--- config.mk ---
export PLATFORM = sky130hd
export DESIGN_NAME = pong_match_ctrl
export DESIGN_NICKNAME = d
export VERILOG_FILES = /design/src/rtl/pong_pkg.sv /design/src/rtl/edge_rise.sv /design/src/rtl/pong_match_ctrl.sv
export SDC_FILE = /design/constraint.sdc
export NUM_CORES = 1
export LEC_CHECK = 0
export BUFFER_PORTS_ARGS = -buffer_cell sky130_fd_sc_hd__buf_2
export CAP_MARGIN = 20
export CORE_MARGIN = 4
export CORE_UTILIZATION = 50
export CTS_BUF_LIST = sky130_fd_sc_hd__clkbuf_4 sky130_fd_sc_hd__clkbuf_8 sky130_fd_sc_hd__clkbuf_16
export DETAILED_ROUTE_END_ITERATION = 10
export GPL_TIMING_DRIVEN = 0
export PLACE_DENSITY = 0.81
export RECOVER_POWER = 50
export SLEW_MARGIN = 0
export SYNTH_ARGS = -nofsm -noshare
export SYNTH_HDL_FRONTEND = slang
export SYNTH_HIERARCHICAL = 1
export SYNTH_SLANG_ARGS = --single-unit
--- constraint.sdc ---
create_clock -name clk -period 1.91 [get_ports clk]
set_clock_uncertainty 0.1 [all_clocks]
set_input_delay 0.2865 -clock clk [delete_from_list [all_inputs] [get_ports clk]]
set_output_delay 0.2865 -clock clk [all_outputs]
set_load 0.02 [all_outputs]
--- src/rtl/pong_pkg.sv ---
// pong_pkg: match state encodings, winner codes and serve-direction constants shared across the Pong engine.
package pong_pkg;
  typedef enum logic [2:0] {
    S_IDLE      = 3'd0,
    S_SERVE     = 3'd1,
    S_PLAY      = 3'd2,
    S_POINT     = 3'd3,
    S_GAME_OVER = 3'd4,
    S_PAUSED    = 3'd5
  } state_t;
  localparam logic [1:0] WINNER_NONE = 2'b00;
  localparam logic [1:0] WINNER_P1   = 2'b01;
  localparam logic [1:0] WINNER_P2   = 2'b10;
  localparam logic SERVE_LEFT  = 1'b0;
  localparam logic SERVE_RIGHT = 1'b1;
endpackage

--- src/rtl/edge_rise.sv ---
// edge_rise: registered-previous-level rising-edge detector for a debounced button.
module edge_rise (
  input  logic clk,
  input  logic rst,
  input  logic level,
  output logic rise
);
  logic prev;
  always_ff @(posedge clk or posedge rst)
    if (rst) prev <= 1'b0;
    else prev <= level;
  assign rise = level & ~prev;
endmodule

--- src/rtl/pong_match_ctrl.sv ---
// pong_match_ctrl: Pong match sequencer (attract/serve/play/point/game-over), scores and ball gating.
// Define PONG_PAUSE_EN to add the PAUSED state driven by pause_btn.
module pong_match_ctrl
  import pong_pkg::*;
#(
  parameter int SCORE_W      = 4,
  parameter int WIN_SCORE    = 7,
  parameter int SERVE_FRAMES = 60,
  parameter int OVER_FRAMES  = 180
) (
  input  logic               clk,
  input  logic               rst,
  input  logic               frame_tick,
  input  logic               start_btn,
  input  logic               pause_btn,
  input  logic               out_left,
  input  logic               out_right,
  output logic               ball_run,
  output logic               ball_reset,
  output logic               serve_dir,
  output logic [SCORE_W-1:0] score_p1,
  output logic [SCORE_W-1:0] score_p2,
  output logic [1:0]         winner,
  output logic [2:0]         state_o
);
  localparam int CW = $clog2((SERVE_FRAMES > OVER_FRAMES ? SERVE_FRAMES : OVER_FRAMES) + 1);
  localparam logic [SCORE_W-1:0] WIN = SCORE_W'(WIN_SCORE);
  localparam logic [CW-1:0] SERVE_LAST = CW'(SERVE_FRAMES - 1);
  localparam logic [CW-1:0] OVER_LAST  = CW'(OVER_FRAMES - 1);
  state_t st;
  logic [CW-1:0] frame_cnt;
  logic start_rise;
  edge_rise u_start (.clk(clk), .rst(rst), .level(start_btn), .rise(start_rise));
`ifdef PONG_PAUSE_EN
  state_t saved;
  logic pause_rise;
  edge_rise u_pause (.clk(clk), .rst(rst), .level(pause_btn), .rise(pause_rise));
`else
  logic unused_pause;
  assign unused_pause = pause_btn;
`endif
  assign state_o = st;
  always_ff @(posedge clk or posedge rst) begin
    if (rst) begin
      st         <= S_IDLE;
      ball_run   <= 1'b0;
      ball_reset <= 1'b0;
      serve_dir  <= SERVE_RIGHT;
      score_p1   <= '0;
      score_p2   <= '0;
      winner     <= WINNER_NONE;
      frame_cnt  <= '0;
`ifdef PONG_PAUSE_EN
      saved      <= S_IDLE;
`endif
    end else begin
      ball_reset <= 1'b0;
      if (start_rise && (st == S_IDLE || st == S_GAME_OVER)) begin
        score_p1   <= '0;
        score_p2   <= '0;
        winner     <= WINNER_NONE;
        frame_cnt  <= '0;
        ball_reset <= 1'b1;
        st         <= S_SERVE;
      end else begin
        case (st)
          S_SERVE:
`ifdef PONG_PAUSE_EN
            if (pause_rise) begin
              saved <= st;
              st    <= S_PAUSED;
            end else
`endif
            if (frame_tick) begin
              if (frame_cnt == SERVE_LAST) begin
                frame_cnt <= '0;
                ball_run  <= 1'b1;
                st        <= S_PLAY;
              end else frame_cnt <= frame_cnt + 1'b1;
            end
          S_PLAY:
`ifdef PONG_PAUSE_EN
            if (pause_rise) begin
              saved    <= st;
              ball_run <= 1'b0;
              st       <= S_PAUSED;
            end else
`endif
            if (out_left || out_right) begin
              ball_run <= 1'b0;
              st       <= S_POINT;
              // simultaneous exits cancel: nobody scores, serve side kept
              if (out_left && !out_right) begin
                score_p2  <= score_p2 + 1'b1;
                serve_dir <= SERVE_LEFT;
              end else if (out_right && !out_left) begin
                score_p1  <= score_p1 + 1'b1;
                serve_dir <= SERVE_RIGHT;
              end
            end
          S_POINT:
            if (score_p1 == WIN) begin
              winner <= WINNER_P1;
              st     <= S_GAME_OVER;
            end else if (score_p2 == WIN) begin
              winner <= WINNER_P2;
              st     <= S_GAME_OVER;
            end else begin
              ball_reset <= 1'b1;
              st         <= S_SERVE;
            end
          S_GAME_OVER:
            if (frame_tick) begin
              if (frame_cnt == OVER_LAST) begin
                frame_cnt <= '0;
                st        <= S_IDLE;
              end else frame_cnt <= frame_cnt + 1'b1;
            end
`ifdef PONG_PAUSE_EN
          S_PAUSED:
            if (start_rise) begin
              frame_cnt <= '0;
              st        <= S_IDLE;
            end else if (pause_rise) begin
              ball_run <= (saved == S_PLAY);
              st       <= saved;
            end
`endif
          default: ;
        endcase
      end
    end
  end
endmodule

==> results.tsv <==
metric	value	unit
Row Count	19	
vias	1309	
vias per inst	5.92	
H-tree levels	1	
final period utilization	98.5	%
Post-Syn Instances	151	
largest net degree at the start of global routing	25	
initial antenna violation count	0	
CP cell instances	buf_8 -> nor3b_4 -> mux2_4 -> a21o_4 -> or2_4 -> o21ai_2	
final wirelength	3.35	mm
post-route minimum period	1.88	ns
Pre-Repair DR Iteration Count	4	
crit end category	flip-flop	
CTS tree	done	
critical path class	flip-flop to flip-flop	
CP peak stage delay	0.45	ns
Lkg Pwr	0.872	nW
Final setup viols	0	
initial detailed-routing violation count	58	
most frequent cells in the layout	22 x dfrtp_1, 19 x nand2_1, 16 x buf_2	
Synth Flop Type	dfrtp_1	
Total Routing Usage GR	18.9	%
asr flop ratio synth	100	%
Comb pwr share	30.2	%
Worst Path Required	2.08	ns
CP startpoint kind	flip-flop	
DIE HEIGHT	61.3	µm
Cell Count, Final, Fillers Out	221	
Internal Dissipation	0.000877	W
Avg Inst Size Synth	9.40	µm²
Slew headroom	39.0	%
vias in the first global route	1288	
number of nets in the layout	204	
Psw	0.000501	W
clk root buf	clkbuf_4	
PortBufs	21	
switching share of power	36.4	%
routability congestion estimate	0.787	
Syn-to-layout area delta	24.8	%
sequential area share after synthesis	44.1	%
RSZ-0062 raised after global routing	true	
Seq pwr share	51.0	%
library cells used by synthesis	43	
Post-route DRC	0	
slowest CP cell	dfrtp_2	
ANT nets after route	0	
# Max-Cap Violations	0	
Clk pwr share	18.8	%
grt ovf	0	
hpwl dp	2.19	mm
CTS sink cnt	25	
class of the worst hold path	input port to asynchronous set/reset pin	
Slew Limit Fails	0	
Routed WL per cell	15.2	µm
die area	0.00376	mm²
Post-Syn Nets	164	
first-pass GRT wire length	5.35	mm
Cells after DPL	203	
io pins	23	
yosys warns	6	
Die Width	61.3	µm
Fmax	0.531	GHz
core area	0.00273	mm²
CTS clk-pin slew, worst paths	0.14	ns
pwr dens	777	mW/mm²
Worst-Margin Slew	0.914	ns
diode count	0	
EDFF count, synth	0	
#FFs+latches synth	25	
Crit Path Max Fanout	8	
layout cells sized above 1	28.9	%
Mapped Area	0.00142	mm²
status	complete, no violations	
Starting Density	51.9	%
clock buffer count from CTS	3	
worst path arrival time	2.05	ns
peak supply drop	0.573	mV
most common cell after layout, fill and taps aside	dfrtp_1	
Clock Tree Buf Depth	2	
clock latency on the worst-skew pair	0.32	ns
power after layout	0.00138	W
final hold vios	0	
==> synthesized netlist by cell type (4+ instances only) <==
cell type / instances / area [µm²]
inv_1: 7 / 26.3
buf_2: 5 / 25.0
dfrtp_1: 24 / 601
nand2b_1: 4 / 25.0
ha_1: 6 / 75.1
xor2_1: 4 / 35.0
a21o_1: 5 / 37.5
a31oi_1: 4 / 25.0
a21oi_1: 8 / 40.0
nand3_1: 7 / 35.0
o21ai_0: 7 / 35.0
nand2_1: 19 / 71.3
nor2_1: 10 / 37.5
==> worst paths after layout <==
path | start | endpoint | slack [ns] | cells past startpoint
min reg2reg | frame_cnt[0] | frame_cnt[0] | 0.43 | 1
min | rst | u_start/prev | 0.22 | 3
max in group asynchronous | rst | state_o[0] | 0.50 | 3
min in group clk | out_right | serve_dir | 0.25 | 4
max | state_o[1] | frame_cnt[0] | 0.03 | 6
max reg2reg | state_o[1] | frame_cnt[0] | 0.03 | 6
==> area by class of cell <==
cell class	instances	area (µm²)
well taps	31	38.8
repair buffers	36	214
flip-flops and latches	25	629
multi-input cells	113	793
plain buffers	5	41.3
fillers	209	961
clock buffers	4	30.0
inverters	7	26.3
==> sequential cells by signal, indices dropped and copies added (netlist names) <==
| register | flops |
|---|---|
| frame_cnt | 8 |
| ball_run | 1 |
| ball_reset | 1 |
| winner | 2 |
| score_p2 | 4 |
| u_start/prev | 1 |
| serve_dir | 1 |
| score_p1 | 4 |
| state_o | 3 |
==> per-stage QoR <==
stage	setup TNS (ns)	hold slack (ns)	cell area [µm²]	util, %	setup slack [ns]
3_3_place_gp	-0.0177	0.0282	1570	57.5	-0.0140
5_1_grt	-0.0955	0.234	1770	64.9	-0.0434
6_report	0	0.222	1770	64.9	0.0277
2_1_floorplan	0	-0.0848	1430	-	0.0137
3_5_place_dp	-0.176	0.0344	1570	57.5	-0.0445
4_1_cts	0	0.217	1640	59.9	0.000732
==> critical path: cells and delay by family, from the launching register on <==
family                 cells  cell delay, ns
buffers and inverters      1            0.14
muxes                      1            0.32
and+or+nand+nor            2            0.45
DFF                        1            0.45
AOI/OAI and AO/OA          2            0.37
==> layer usage <==
metal	global-route usage (%)	share of wire, %
met5	0	0
met4	8.98	1.9
met3	2.52	4.7
met2	34.3	54
met1	21.8	40
==> repair_timing <==
action                                 in CTS  in global routing
buffers inserted                            0                 13
resized for setup                           5                 14
setup endpoints to repair                   4                 12
pin swaps                                   1                  6
hold buffers                                2                  0
gates cloned                                0                  0
endpoints found under the hold margin       2                  0
==> kinds of logic (layout without fill, tap and decap cells) <==
logic type	count (synthesis)	after routing	share of synthesized area, %
AOI/OAI and AO/OA	38	38	17.2
xor gates and xnor gates	5	5	3.08
adders and majority gates	6	6	5.29
buffers and inverters	13	52	3.88
DFF	25	25	44.1
muxes	1	1	0.793
and+or+nand+nor	63	63	25.6
==> power by group through the flow <==
stage                     logic, W  registers, W  clock network [W]
after floorplan           0.000274      0.000685                  0
after global placement    0.000342      0.000687                  0
after detailed placement  0.000359      0.000694                  0
after CTS                 0.000371      0.000683           0.000265
after global routing      0.000462      0.000716           0.000283
final                     0.000416      0.000702           0.000260
(Power assumes the default switching activity.)
